--- src/rtl/einstein_keyboard.sv ---
// einstein_keyboard: PS/2 set-2 to Einstein 8x8 matrix front end; `define EINSTEIN_KB_PARITY_CHECK_EN to reject bad-parity frames
module einstein_keyboard #(
  parameter int FILTER  = 8,
  parameter int TIMEOUT = 32000
) (
  input  logic       clk_sys,
  input  logic       reset,
  input  logic       ps2_kbd_clk,
  input  logic       ps2_kbd_data,
  input  logic [7:0] kb_row,
  output logic [7:0] kb_col,
  output logic       kb_shift,
  output logic       kb_ctrl,
  output logic       kb_graph,
  output logic       kb_down,
  output logic       parity_err
);
  localparam int FW = $clog2(FILTER + 1);
  logic [1:0]    ck_s_q, dt_s_q;
  logic [FW-1:0] flt_cnt_q;
  logic          flt_q, fall, dat, tmo;
  logic [3:0]    bit_q;
  logic [7:0]    rx_q, code_q;
  logic          bv_q;
  logic [15:0]   to_q;
  logic          ext_q, brk_q;
  logic [2:0]    skip_q;
  logic [63:0]   mtx_q;
  logic [3:0]    mods_q;
  logic [7:0]    km, col_d, col_q;
  logic          kshift_q, kctrl_q, kgraph_q, down_q;
`ifdef EINSTEIN_KB_PARITY_CHECK_EN
  logic          par_q, perr_q;
  assign parity_err = perr_q;
`else
  assign parity_err = 1'b0;
`endif
  // {valid, modifier, index}: matrix index is row*8+col; modifiers 0 lshift, 1 rshift, 2 ctrl, 3 graph
  function automatic logic [7:0] keymap(input logic [8:0] k);
    case (k)
      9'h029: keymap = 8'h87; 9'h175: keymap = 8'h8C; 9'h172: keymap = 8'h8D; 9'h16B: keymap = 8'h8E;
      9'h174: keymap = 8'h8F; 9'h05A: keymap = 8'h90; 9'h066: keymap = 8'h91; 9'h00D: keymap = 8'h92;
      9'h076: keymap = 8'h93; 9'h01C: keymap = 8'h99; 9'h032: keymap = 8'h9A; 9'h021: keymap = 8'h9B;
      9'h023: keymap = 8'h9C; 9'h024: keymap = 8'h9D; 9'h02B: keymap = 8'h9E; 9'h034: keymap = 8'h9F;
      9'h033: keymap = 8'hA0; 9'h043: keymap = 8'hA1; 9'h03B: keymap = 8'hA2; 9'h042: keymap = 8'hA3;
      9'h04B: keymap = 8'hA4; 9'h03A: keymap = 8'hA5; 9'h031: keymap = 8'hA6; 9'h044: keymap = 8'hA7;
      9'h04D: keymap = 8'hA8; 9'h015: keymap = 8'hA9; 9'h02D: keymap = 8'hAA; 9'h01B: keymap = 8'hAB;
      9'h02C: keymap = 8'hAC; 9'h03C: keymap = 8'hAD; 9'h02A: keymap = 8'hAE; 9'h01D: keymap = 8'hAF;
      9'h022: keymap = 8'hB0; 9'h035: keymap = 8'hB1; 9'h01A: keymap = 8'hB2; 9'h045: keymap = 8'hB8;
      9'h016: keymap = 8'hB9; 9'h01E: keymap = 8'hBA; 9'h026: keymap = 8'hBB; 9'h025: keymap = 8'hBC;
      9'h02E: keymap = 8'hBD; 9'h036: keymap = 8'hBE; 9'h03D: keymap = 8'hBF;
      9'h012: keymap = 8'hC0; 9'h059: keymap = 8'hC1; 9'h014: keymap = 8'hC2; 9'h114: keymap = 8'hC2;
      9'h011: keymap = 8'hC3;
      default: keymap = 8'h00;
    endcase
  endfunction
  assign km   = keymap({ext_q, code_q});
  assign dat  = dt_s_q[1];
  assign fall = flt_q & ~ck_s_q[1] & (flt_cnt_q == FW'(FILTER - 1));
  assign tmo  = ~fall & (to_q == 16'(TIMEOUT)) & (bit_q != 4'd0);
  // Synchronise both lines and accept a new clock level only after FILTER agreeing samples
  always_ff @(posedge clk_sys or posedge reset) begin
    if (reset) begin
      ck_s_q    <= 2'b11;
      dt_s_q    <= 2'b11;
      flt_q     <= 1'b1;
      flt_cnt_q <= '0;
    end else begin
      ck_s_q <= {ck_s_q[0], ps2_kbd_clk};
      dt_s_q <= {dt_s_q[0], ps2_kbd_data};
      if (ck_s_q[1] == flt_q) flt_cnt_q <= '0;
      else if (flt_cnt_q == FW'(FILTER - 1)) begin
        flt_q     <= ck_s_q[1];
        flt_cnt_q <= '0;
      end else flt_cnt_q <= flt_cnt_q + FW'(1);
    end
  end
  // Frame receiver with inter-edge timeout; the data bit is taken as the filtered clock falls
  always_ff @(posedge clk_sys or posedge reset) begin
    if (reset) begin
      bit_q  <= 4'd0;
      rx_q   <= 8'd0;
      code_q <= 8'd0;
      bv_q   <= 1'b0;
      to_q   <= 16'd0;
`ifdef EINSTEIN_KB_PARITY_CHECK_EN
      par_q  <= 1'b0;
      perr_q <= 1'b0;
`endif
    end else begin
      bv_q <= 1'b0;
`ifdef EINSTEIN_KB_PARITY_CHECK_EN
      perr_q <= 1'b0;
`endif
      if (fall) begin
        to_q <= 16'd0;
        if (bit_q == 4'd0) bit_q <= {3'b0, ~dat};
        else if (bit_q <= 4'd8) begin
          rx_q  <= {dat, rx_q[7:1]};
          bit_q <= bit_q + 4'd1;
        end else if (bit_q == 4'd9) begin
`ifdef EINSTEIN_KB_PARITY_CHECK_EN
          par_q <= dat;
`endif
          bit_q <= 4'd10;
        end else begin
          bit_q  <= 4'd0;
          code_q <= rx_q;
`ifdef EINSTEIN_KB_PARITY_CHECK_EN
          bv_q   <= dat & ^{par_q, rx_q};
          perr_q <= dat & ~^{par_q, rx_q};
`else
          bv_q   <= dat;
`endif
        end
      end else begin
        if (to_q != 16'(TIMEOUT)) to_q <= to_q + 16'd1;
        if (tmo) bit_q <= 4'd0;
      end
    end
  end
  // Scancode decoder: prefix flags, Pause skipping, matrix and modifier updates
  always_ff @(posedge clk_sys or posedge reset) begin
    if (reset) begin
      ext_q  <= 1'b0;
      brk_q  <= 1'b0;
      skip_q <= 3'd0;
      mtx_q  <= 64'd0;
      mods_q <= 4'd0;
    end else if (tmo) begin
      ext_q  <= 1'b0;
      brk_q  <= 1'b0;
      skip_q <= 3'd0;
    end else if (bv_q) begin
      if (skip_q != 3'd0) skip_q <= skip_q - 3'd1;
      else if (code_q == 8'hE1) skip_q <= 3'd7;
      else if (code_q == 8'hE0) ext_q <= 1'b1;
      else if (code_q == 8'hF0) brk_q <= 1'b1;
      else if (!(code_q inside {8'hAA, 8'hFA, 8'hEE, 8'hFE, 8'h00, 8'hFF})) begin
        ext_q <= 1'b0;
        brk_q <= 1'b0;
        if (km[7] & km[6]) mods_q[km[1:0]] <= ~brk_q;
        if (km[7] & ~km[6]) mtx_q[km[5:0]] <= ~brk_q;
      end
    end
  end
  // Wire-AND of the pressed keys in every selected row
  always_comb begin
    col_d = 8'hFF;
    for (int r = 0; r < 8; r++) col_d = kb_row[r] ? col_d : col_d & ~mtx_q[r*8 +: 8];
  end
  // Registered PSG-facing outputs
  always_ff @(posedge clk_sys or posedge reset) begin
    if (reset) begin
      col_q    <= 8'hFF;
      kshift_q <= 1'b1;
      kctrl_q  <= 1'b1;
      kgraph_q <= 1'b1;
      down_q   <= 1'b0;
    end else begin
      col_q    <= col_d;
      kshift_q <= ~(mods_q[0] | mods_q[1]);
      kctrl_q  <= ~mods_q[2];
      kgraph_q <= ~mods_q[3];
      down_q   <= |mtx_q;
    end
  end
  assign kb_col   = col_q;
  assign kb_shift = kshift_q;
  assign kb_ctrl  = kctrl_q;
  assign kb_graph = kgraph_q;
  assign kb_down  = down_q;
endmodule

--- config.mk ---
export PLATFORM = sky130hd
export DESIGN_NAME = einstein_keyboard
export DESIGN_NICKNAME = d
export VERILOG_FILES = /design/src/rtl/einstein_keyboard.sv
export SDC_FILE = /design/constraint.sdc
export NUM_CORES = 1
export LEC_CHECK = 0
export CAP_MARGIN = 20
export CORE_MARGIN = 4
export CORE_UTILIZATION = 65
export CTS_CLUSTER_DIAMETER = 80
export DETAILED_ROUTE_END_ITERATION = 8
export PLACE_DENSITY = 0.92
export SYNTH_ARGS = -nofsm -noshare
export SYNTH_HDL_FRONTEND = slang
export SYNTH_SLANG_ARGS = --single-unit
--- constraint.sdc ---
create_clock -name clk_sys -period 9.4 [get_ports clk_sys]
set_input_delay 1.88 -clock clk_sys [delete_from_list [all_inputs] [get_ports clk_sys]]
set_output_delay 1.88 -clock clk_sys [all_outputs]
set_load 0.05 [all_outputs]
# Word-level counts from Yosys, hierarchy flattened
# Cells that the tools add are included.
dict set report classes {
  muxes 45
  addsub 4
  n_eq_ne 67
  bitwise 40
  n_reduce_logical 21
  n_lt_le_gt_ge 5
}
# operator n
set op_table {}
lappend op_table {{$pmux 8 s47} 1}
lappend op_table {{$eq 9x6->1 const B} 22}
lappend op_table {{$eq 9x5->1 const B} 10}
lappend op_table {{$eq 9x7->1 const B} 10}
lappend op_table {{$bwmux 64} 1}
lappend op_table {{$eq 8x8->1 const B} 8}
lappend op_table {{$mux 8} 8}
lappend op_table {{$not 8->8} 8}
lappend op_table {{$reduce_or 64->1} 1}
lappend op_table {{$and 8x8->8} 7}
lappend op_table {{$eq 9x9->1 const B} 5}
lappend op_table {{$mux 16} 2}
lappend op_table {{$mux 4} 7}
lappend op_table {{$mux 1} 19}
lappend op_table {{$not 1->1} 18}
lappend op_table {{$add 16x1->16 const B} 1}
lappend op_table {{$eq 16x15->1 const B} 1}
lappend op_table {{$ne 16x15->1 const B} 1}
lappend op_table {{$reduce_and 8->1} 2}
lappend op_table {{$mux 3} 4}
lappend op_table {{$reduce_and 5->1} 2}
lappend op_table {{$eq 9x4->1 const B} 1}
lappend op_table {{$ne 3x3->1 const B} 3}
lappend op_table {{$add 4x1->4 const B} 2}
lappend op_table {{other kinds (26)} 38}
dict set report totals {
  output_inout_bits 13
  regBits 131
  wordCells 201
}

# Depth between registers and ports, before layout
# Gate-level depths: netlist of the first run.
dict set report depth {
  ltp_word 16
  mapped_depth 12
  mapped_depth_nobuf 9
}

# Worst setup path before layout of the first run
# Ideal clock, no wire load.
dict set report synth_path {
  kind {register to register}
  from {register bit_q[0]}
  to {register mtx_q[63]}
  period_less_slack_ns 2.867
  setup_ns 0.080
  setup_slack_ns 6.533
  stages_incl_launch_ff 12
  arrival_ns 2.788
  path_cell_list {dfrtp_1 -> inv_1 -> ha_1 -> nand2b_1 -> nand2b_1 -> nor3b_1 -> or2_2 -> or3_1 -> buf_2 -> buf_4 -> nor4_1 -> mux2i_1}
}
dict set report synth_via {
  elab_chain_len 4
}
# element line
set synth_rtl {}
lappend synth_rtl {{from (decl)} 22} ;# logic [3:0] bit_q;
lappend synth_rtl {{from (signal assigned)} 97} ;# if (bit_q == 4'd0) bit_q <= {3'b0, ~dat};
lappend synth_rtl {{from (signal assigned)} 100} ;# bit_q <= bit_q + 4'd1;
lappend synth_rtl {{$reduce_bool 4->1} 60} ;# assign tmo = ~fall & (to_q == 16'(TIMEOUT)) & (bit_q != 4'd0);
lappend synth_rtl {{$and 1x1->1} 60}
lappend synth_rtl {{$not 1->1 (no source line)} -}
lappend synth_rtl {{$reduce_and 8->1 (no source line)} -}
lappend synth_rtl {{to (signal, indexed assignment)} 143} ;# if (km[7] & ~km[6]) mtx_q[km[5:0]] <= ~brk_q;
lappend synth_rtl {{to (decl)} 28} ;# logic [63:0] mtx_q;
# No other way between the ends.
# A chain may end at the register's enable or synchronous reset.

# Worst setup path after layout of the first run
dict set report layout_path {
  from {register code_q[3]}
  to {register mtx_q[40]}
}
dict set report layout_via {
  elab_chain_len 8
}
# element line
set layout_rtl {}
lappend layout_rtl {{from (decl)} 23} ;# logic [7:0] rx_q, code_q;
lappend layout_rtl {{from (signal assigned)} 108} ;# code_q <= rx_q;
lappend layout_rtl {{$eq 9x9->1 / $eq 9x5->1 (equally long branches)} 40} ;# case (k)
lappend layout_rtl {{$reduce_or 2->1 (no source line)} -}
lappend layout_rtl {{$pmux 8 s47} 40}
lappend layout_rtl {{$lt 6x7->1 (implied by the code) / $ge 6x1->1 (equally long branches)} 143}
lappend layout_rtl {{$logic_and 1x1->1 (implied by the code)} 143}
lappend layout_rtl {{$mux 1 (implied by the code)} 143}
lappend layout_rtl {{$demux 1 s6} 143}
lappend layout_rtl {{$bwmux 64} 143}
# Several ways; a longest one is shown, not always the timed one.

==> impl_metrics.toml, run 1 <==
[status]
status = "finished, final reports clean"

[synth]
synth_edf_count = 0
synthesis.instances = 775
async_flop_share = 1.00
synthesis.area_mm2 = 0.00738
ys_warn_count = 0
ys_types = 71
syn_nets = 796
ys_ff_latch = 131
synth-main-ff-cell = "dfrtp_1"
yosysSeqAreaShare = 0.447
synth.avg_cell_area_um2 = 9.53

[floorplan]
initial_core_util = 0.672
pin_count = 25
core_mm2 = 0.0110
num_rows = 38
die_area_mm2 = 0.0131
die_x_um = 115
die_y_um = 115

[min_path]
min_to = "ck_s_q[1]"
hp-class = "reg2reg"
whs_path_depth = 0
holdCritStartpoint = "ck_s_q[0]"

[timing]
worst-slew-pin-transition_ps = 1050
post-route-period-util = 0.400
fin_worst_skew_ps = 9.97
rsz0062_at_grt = "false"
fin_crit_ps = 3760
fmax_ghz = 0.266
slew_viol_final = 0
max_slew_margin = 0.301
fin_tns_setup_ps = 0
setup_viol_count_final = 0
final_hold_viol_count = 0

[drt]
antenna_left = 0
drt_pass1_iterations = 9
routedWlPerCell_um = 21.8
routed_wirelength_um = 19800
num_vias = 6321
vias_per_cell = 6.95
drt_iter0_drc = 724
drc = 0

[clock_tree]
numClockSinks = 131
cts_made_buffers = 17
worstSkewPairLatency_ps = 420
cts-resized-gates = 0
htree_levels = 4
cts_tree = "done"
cts_buffer_depth = 2
clk_pin_slew_ps = 50
hold_buffers = 0
postCtsSetupBuffers = 0
root_buffer = "clkbuf_16"

[setup_path]
crit_path_start_kind = "flop"
cp.arrival_ps = 4040
reg2reg_to = "mtx_q[40]"
cp_max_fo = 32
worstSetupPathType = "reg2reg"
required_ps = 9670
r2r_cells = 7
critPathLaunch = "code_q[3]"
crit_path_end_kind = "flop"
rr_startpoint = "code_q[3]"
r2r_slack_ps = 5640

[grt]
grt_max_degree = 77
first_global_vias = 6313
grt_first_pass_wirelength_um = 32300
grt_use_total = 0.314
antenna_found_initial = 0
grt_overflow = 0

[layout]
final_common_cell = "dfrtp_1"
utilization = 0.741
n_fill_cell = 705
diodes = 0
final_cell_mix = "dfrtp_1, inv_1, mux2i_1"
area_growth_pct = 10.2
final_nets = 778
drive_gt1_frac = 0.122

[place]
port_buffers = 23
dpl.hpwl_um = 12400
routabilityCongestion = 0.909

[flow_run]
drv_cap = 0

[power]
powerDensity_mw_per_mm2 = 167
vdd_ir_drop_max_uv = 182
power_mw = 1.36
leakagePower_nw = 3.48
-- synthesized netlist by cell type (3+ instances only) --
| master | count | area share |
|---|---|---|
| o22ai_1 | 37 | 0.031 |
| and3b_1 | 6 | 0.0071 |
| a21oi_1 | 16 | 0.011 |
| nand3_1 | 27 | 0.018 |
| or3b_2 | 3 | 0.0036 |
| nor4_1 | 36 | 0.030 |
| inv_1 | 79 | 0.040 |
| dfrtp_1 | 115 | 0.39 |
| a31oi_1 | 3 | 0.0025 |
| or4b_1 | 5 | 0.0068 |
| o21ai_0 | 16 | 0.011 |
| xnor2_1 | 9 | 0.011 |
| xor2_1 | 11 | 0.013 |
| nand2b_1 | 17 | 0.014 |
| nand3b_1 | 3 | 0.0030 |
| nand4_1 | 27 | 0.023 |
| nor3b_1 | 10 | 0.010 |
| or2_2 | 5 | 0.0042 |
| mux2_2 | 16 | 0.024 |
| nor2b_1 | 12 | 0.010 |
| clkbuf_1 | 41 | 0.021 |
| nand2_1 | 28 | 0.014 |
| and3_1 | 4 | 0.0034 |
| and2_1 | 3 | 0.0025 |
| buf_4 | 11 | 0.011 |
| nor2_1 | 41 | 0.021 |
| buf_6 | 4 | 0.0061 |
| and4b_1 | 3 | 0.0041 |
| buf_2 | 12 | 0.0081 |
| mux2i_1 | 47 | 0.064 |
| nor4b_1 | 12 | 0.014 |
| ha_1 | 9 | 0.015 |
| o211ai_1 | 8 | 0.0081 |
| nand4b_1 | 4 | 0.0047 |
| a32oi_1 | 3 | 0.0036 |
| or4_1 | 6 | 0.0061 |
| dfstp_2 | 16 | 0.057 |
| nor3_1 | 23 | 0.016 |
| or3_1 | 6 | 0.0051 |
-- critical path, stage by stage, from the launching register on --
cell and delay [ps]:
dfrtp_1 1030, nand3b_1 280, o32ai_1 130, a21oi_1 300
or4b_4 540, or4_1 590, or4b_1 590, mux2i_1 150
-- metal layers --
| layer | share of wire | up-vias | GRT usage | routed length [um] |
|---|---|---|---|---|
| met5 | 0 | - | 0 | 0 |
| met4 | 0.056 | 0 | 0.179 | 1100 |
| met3 | 0.11 | 127 | 0.0830 | 2120 |
| met2 | 0.47 | 455 | 0.487 | 9230 |
| met1 | 0.37 | 2999 | 0.399 | 7350 |
| li1 | - | 2740 | - | - |
-- final cells by class --
| cell class | instances | area (um2) | area share |
|---|---|---|---|
| multi-input combinational | 495 | 3450 | 0.424 |
| sequential | 131 | 3300 | 0.405 |
| clock buffer | 21 | 460 | 0.0566 |
| timing repair buffer | 33 | 305 | 0.0375 |
| inverter | 79 | 299 | 0.0367 |
| tap | 140 | 175 | 0.0215 |
| clock inverter | 11 | 153 | 0.0188 |
-- power breakdown --
| group | leakage (nW) | switching [mW] | total (mW) | internal (mW) |
|---|---|---|---|---|
| clock | 0.290 | 0.249 | 0.681 | 0.432 |
| combinational | 1.43 | 0.0473 | 0.0774 | 0.0302 |
| sequential | 1.75 | 0.0203 | 0.603 | 0.583 |
-- registers in the layout, summed over array words and instances (netlist names), 2 cells and up --
| register | flops |
|---|---|
| mtx_q | 64 |
| to_q | 16 |
| code_q | 8 |
| kb_col | 8 |
| rx_q | 8 |
| bit_q | 4 |
| flt_cnt_q | 4 |
| mods_q | 4 |
| skip_q | 3 |
| ck_s_q | 2 |
| dt_s_q | 2 |
-- logic make-up (layout without fill, tap and decap cells) --
| group | after synthesis | count (layout) | share of synthesized area |
|---|---|---|---|
| multiplexers | 63 | 63 | 0.0881 |
| flip-flops | 131 | 131 | 0.447 |
| AND/OR/NAND/NOR | 290 | 290 | 0.235 |
| other | 1 | 1 | 0.000508 |
| adder cells (fa/ha/maj) | 9 | 9 | 0.0152 |
| XOR/XNOR | 20 | 20 | 0.0237 |
| buffers and inverters | 149 | 144 | 0.0874 |
| AO/OA/AOI/OAI | 112 | 112 | 0.103 |
-- worst max path at each step --
stage / endpoint / slack, ps
final: mtx_q[40] / 5640
after global routing: mtx_q[40] / 5550
after detailed placement: kb_down / 5590
after CTS: kb_col[3] / 5740
after floorplan: bit_q[0] / 4050
after global placement: mtx_q[22] / 5650
-- metrics by stage --
stage          instances  worst slack (ps)  area (um2)  hold WS [ps]
3_5_place_dp         877              5590        7520           347
6_report             910              5640        8140           356
5_1_grt              910              5550        8140           359
3_3_place_gp         877              5650        7520           346
2_1_floorplan        775              4050        7380           345
4_1_cts              909              5740        8130           357
Power figures use the tool's default switching activity.
==> inputs of run 2 (changes only) <==
CORE_UTILIZATION = 56   (was 65)
PLACE_DENSITY = 0.85   (was 0.92)
clock period = 3.14 ns   (was 9.4 ns; I/O delays follow)
==> run 2 against run 1 <==
Compared with the run above:
- fmax is 24% higher
- sequential power grew to 3.0 times the previous value
- combinational power increased to 3.6 times the previous value
- clock power rose to 3.3 times the previous value
- largest power group unchanged
- first-iteration DRC count rose by 3.0%
- via count rose by 3.1%
- register-to-register slack worse by 5500 ps
==> impl_metrics.toml, run 2 (same netlist as run 1, synthesis figures left out) <==
[status]
status = "finished, final reports clean"

[grt]
first_global_vias = 6600
grt_max_degree = 116
grt_overflow = 0
antenna_found_initial = 0
grt_first_pass_wirelength_um = 33900
grt_use_total = 0.293

[min_path]
hp-class = "reg2reg"

[timing]
max_slew_margin = 0.274
fmax_ghz = 0.329
setup_viol_count_final = 0
worst-slew-pin-transition_ps = 1080
fin_worst_skew_ps = 17.9
hold_ws_ps = 356
final_hold_viol_count = 0
rsz0062_at_grt = "false"
fin_tns_setup_ps = 0
slew_viol_final = 0
post-route-period-util = 0.969
fin_crit_ps = 3040

[setup_path]
critPathMaxStageDelay_ps = 680
cp_cell_sequence = "buf_4 -> nor4b_2 -> o211ai_2 -> nand4_1 -> and4b_1 -> a211oi_2 -> buf_4 -> nand4_1 -> mux2i_1"
required_ps = 3460
crit_path_top_delay_cell = "nor4b_2"
cp_max_fo = 9
worstSetupPathType = "reg2reg"
crit_path_start_kind = "flop"
crit_path_end_kind = "flop"
cp.arrival_ps = 3360

[drt]
antenna_left = 0
drt_pass1_iterations = 5
drt_iter0_drc = 746
routedWlPerCell_um = 21.2
routed_wirelength_um = 21300
num_vias = 6518
vias_per_cell = 6.49
drc = 0

[clock_tree]
worstSkewPairLatency_ps = 430
htree_levels = 4
clk_pin_slew_ps = 60
cts_made_buffers = 17
hold_buffers = 0
cts_buffer_depth = 2
root_buffer = "clkbuf_16"
numClockSinks = 131
cts_tree = "done"

[layout]
final_cell_mix = "dfrtp_1, inv_1, buf_4"
drive_gt1_frac = 0.203
area_growth_pct = 19.3
max_flop_register = "mtx_q"
final_common_cell = "dfrtp_1"
diodes = 0
fin_cells = 1005
largest_register_ffs = 64
final_nets = 842
reg_top3 = "mtx_q x64, to_q x16"

[floorplan]
die_area_mm2 = 0.0151
die_y_um = 123
pin_count = 25
core_mm2 = 0.0128
num_rows = 41
initial_core_util = 0.578
die_x_um = 123

[place]
dp_cells = 974
port_buffers = 23
routabilityCongestion = 1.02
dpl.hpwl_um = 14100

[power]
vdd_ir_drop_max_uv = 414
powerDensity_mw_per_mm2 = 491
leakagePower_nw = 3.84

[flow_run]
drv_cap = 0
-- run 2: cell count changes in the layout (fill, tap and decap cells not counted), moves of 3 or more --
cell | previous run | this run
buf_12 | 0 | 4
buf_4 | 9 | 69
bufinv_16 | 3 | 6
dfrtp_2 | 0 | 5
dfrtp_1 | 115 | 110
-- run 2: layout make-up --
type / count / area (um2)
repair buffers: 97 / 840
flip-flops and latches: 131 / 3300
inverters: 79 / 300
clock buffers: 19 / 443
well taps: 172 / 215
clock inverters: 12 / 226
fillers: 901 / 3960
multi-input cells: 495 / 3480
-- run 2: power by group --
part / leakage (nW) / internal, mW / switching (mW)
sequential: 1.75 / 1.74 / 0.0535
combinational: 1.77 / 0.111 / 0.170
clock: 0.320 / 1.51 / 0.741
total: 3.84 / 3.36 / 0.964
-- run 2: timing repair --
item	4_1_cts	5_1_grt
pin swaps	0	0
gates resized for setup	2	10
setup buffers	0	0
setup endpoints to repair	6	21
-- run 2: critical path: cells and delay by family, from the launching register on --
family | cells | cell delay [ps]
mux | 1 | 300
flops | 1 | 470
simple gates | 4 | 1300
buf+inv | 2 | 380
compound gates | 2 | 480
-- run 2: path summary, 6_finish.rpt --
check                               start        end  slack, ps  depth (start not counted)
worst max-delay path            code_q[6]  mtx_q[35]        100                          9
worst max register to register  code_q[6]  mtx_q[35]        100                          9
worst min-delay path            ck_s_q[0]  ck_s_q[1]        360                          0
worst min register to register  ck_s_q[0]  ck_s_q[1]        360                          0
max in group asynchronous           reset  mtx_q[31]       1650                          3
min in group asynchronous           reset    to_q[4]        560                          2
-- run 2: metrics by stage --
stage	cell area (um2)	util	setup slack [ps]	power [mW]
floorplan	7390	-	273	1.98
global placement	8100	0.634	54.0	2.05
detailed placement	8100	0.634	-34.9	2.09
CTS	8780	0.687	19.2	4.34
global route	8810	0.690	20.4	4.46
finish	8810	0.690	96.4	4.33
-- run 2: routing by layer --
metal	vias up	share of wire	GRT usage
met4	0	0.043	0.139
li1	2871	-	-
met1	3160	0.38	0.359
met5	-	0	0
met2	390	0.48	0.475
met3	97	0.095	0.0866
==> inputs of run 3 (changes only) <==
CORE_MARGIN = not set   (was 4)
==> run 3 against run 2 <==
Compared with the run above:
- first-iteration DRC count down 19%
- flip-flop and latch count unchanged
- worst setup slack better by 6.0 ps
- global-route usage up 2.7 points
- via count down 0.38%
- fmax up 0.20%
- sequential power about the same
- total power down 8.0%
- die area down 9.5%
- count of clock-buffer cells in the layout up 3
- non-clock buffer count up 11
- routed wire length down 2.4%
- critical path type unchanged
==> impl_metrics.toml, run 3 (same netlist as run 1, synthesis figures left out) <==
[place]
placed_area_mm2 = 0.00814
dpl.hpwl_um = 13600
dp_cells = 978
routabilityCongestion = 0.964
port_buffers = 23
dpl_worst_slack_ps = -55.6

[clock_tree]
cts_made_buffers = 17
root_buffer = "clkbuf_16"
cts_buffer_depth = 2
htree_levels = 4
numClockSinks = 131
cts_tree = "done"
clk_pin_slew_ps = 60
worstSkewPairLatency_ps = 420
hold_buffers = 0

[status]
status = "finished, final reports clean"

[grt]
grt_max_degree = 132
first_global_vias = 6459
grt_use_total = 0.320
grt_overflow = 0
antenna_found_initial = 1
grt_first_pass_wirelength_um = 32900

[power]
combPwrFrac = 0.069
powerDensity_mw_per_mm2 = 451
power_mw = 3.98
p_switching_mw = 0.970
vdd_ir_drop_max_uv = 431
switching_share = 0.244
clockPowerShare = 0.480
power_frac_seq = 0.451
leakagePower_nw = 3.84
p_int_mw = 3.01

[timing]
fin_crit_ps = 3040
slew_viol_final = 0
worst-slew-pin-transition_ps = 897
setup_viol_count_final = 0
fin_tns_setup_ps = 0
fin_ws_ps = 102
post-route-period-util = 0.967
fin_worst_skew_ps = 12.4
final_hold_viol_count = 0
rsz0062_at_grt = "false"
max_slew_margin = 0.392
fmax_ghz = 0.329

[floorplan]
num_rows = 41
initial_core_util = 0.580
die_area_mm2 = 0.0137
core_mm2 = 0.0127
pin_count = 25
die_y_um = 117
die_x_um = 117

[layout]
fin_cells = 1017
area_growth_pct = 19.4
max_flop_register = "mtx_q"
final_cell_mix = "dfrtp_1, buf_4, inv_1"
final_cell_area_mm2 = 0.00882
diodes = 0
final_common_cell = "dfrtp_1"
final_nets = 853
drive_gt1_frac = 0.214
largest_register_ffs = 64
reg_top3 = "mtx_q x64, to_q x16"

[drt]
vias_per_cell = 6.38
drt_iter0_drc = 601
drt_pass1_iterations = 5
routed_wirelength_um = 20800
num_vias = 6493
routedWlPerCell_um = 20.5
drc = 0
antenna_left = 0

[setup_path]
cp_max_fo = 18
required_ps = 3480
crit_path_start_kind = "flop"
crit_path_end_kind = "flop"
worstSetupPathType = "reg2reg"
cp.arrival_ps = 3380

[min_path]
hp-class = "reg2reg"

[flow_run]
drv_cap = 0
==> run 3: metal layers <==
layer	global-route usage	wire [um]	up-vias
li1	-	-	2897
met2	0.504	9760	372
met4	0.181	1030	2
met3	0.0778	1750	110
met1	0.406	8250	3112
met5	0	13	-
==> run 3: worst max-delay path: stages (launching register included) <==
cell	delay, ps
dfrtp_2	500
buf_12	180
nand3b_1	150
buf_4	190
nor3_1	250
o21ai_1	140
buf_4	210
and4b_1	240
a211oi_2	310
nor4b_1	410
buf_4	190
mux2i_1	160
==> run 3: worst paths after layout <==
check,startpoint,end,cells past startpoint,slack [ps]
max,code_q[4],mtx_q[59],11,100
min,dt_s_q[0],dt_s_q[1],0,360
max reg2reg,code_q[4],mtx_q[59],11,100
min reg2reg,dt_s_q[0],dt_s_q[1],0,360
max in group asynchronous,reset,code_q[6],3,1840
min in group asynchronous,reset,mtx_q[52],3,740
==> run 3: layout make-up <==
| type | instances | area (um2) |
|---|---|---|
| sequential | 131 | 3310 |
| clock inverter | 10 | 100 |
| inverter | 79 | 300 |
| tap | 172 | 215 |
| timing repair buffer | 108 | 931 |
| clock buffer | 22 | 474 |
| multi-input combinational | 495 | 3490 |
| fill | 925 | 3900 |
==> run 3: timing repair <==
| action | 4_1_cts | 5_1_grt |
|---|---|---|
| cloned | 0 | 0 |
| gates resized for setup | 5 | 9 |
| buffers inserted | 0 | 7 |
| setup endpoints to repair | 4 | 22 |
| pin swaps | 0 | 1 |
==> run 3: power by group through the flow <==
stage / Sequential [mW] / Combinational, mW / Clock [mW]
after floorplan: 1.82 / 0.167 / 0
after global placement: 1.82 / 0.239 / 0
after detailed placement: 1.82 / 0.262 / 0
after CTS: 1.79 / 0.271 / 1.93
after global routing: 1.80 / 0.305 / 1.99
final: 1.79 / 0.277 / 1.91
==> run 3: through the flow <==
| step | hold WS, ps | util |
|---|---|---|
| 3_5_place_dp | 350 | 0.640 |
| 4_1_cts | 360 | 0.686 |
| 5_1_grt | 363 | 0.693 |
| 6_report | 358 | 0.693 |
| 3_3_place_gp | 349 | 0.640 |
| 2_1_floorplan | 345 | - |
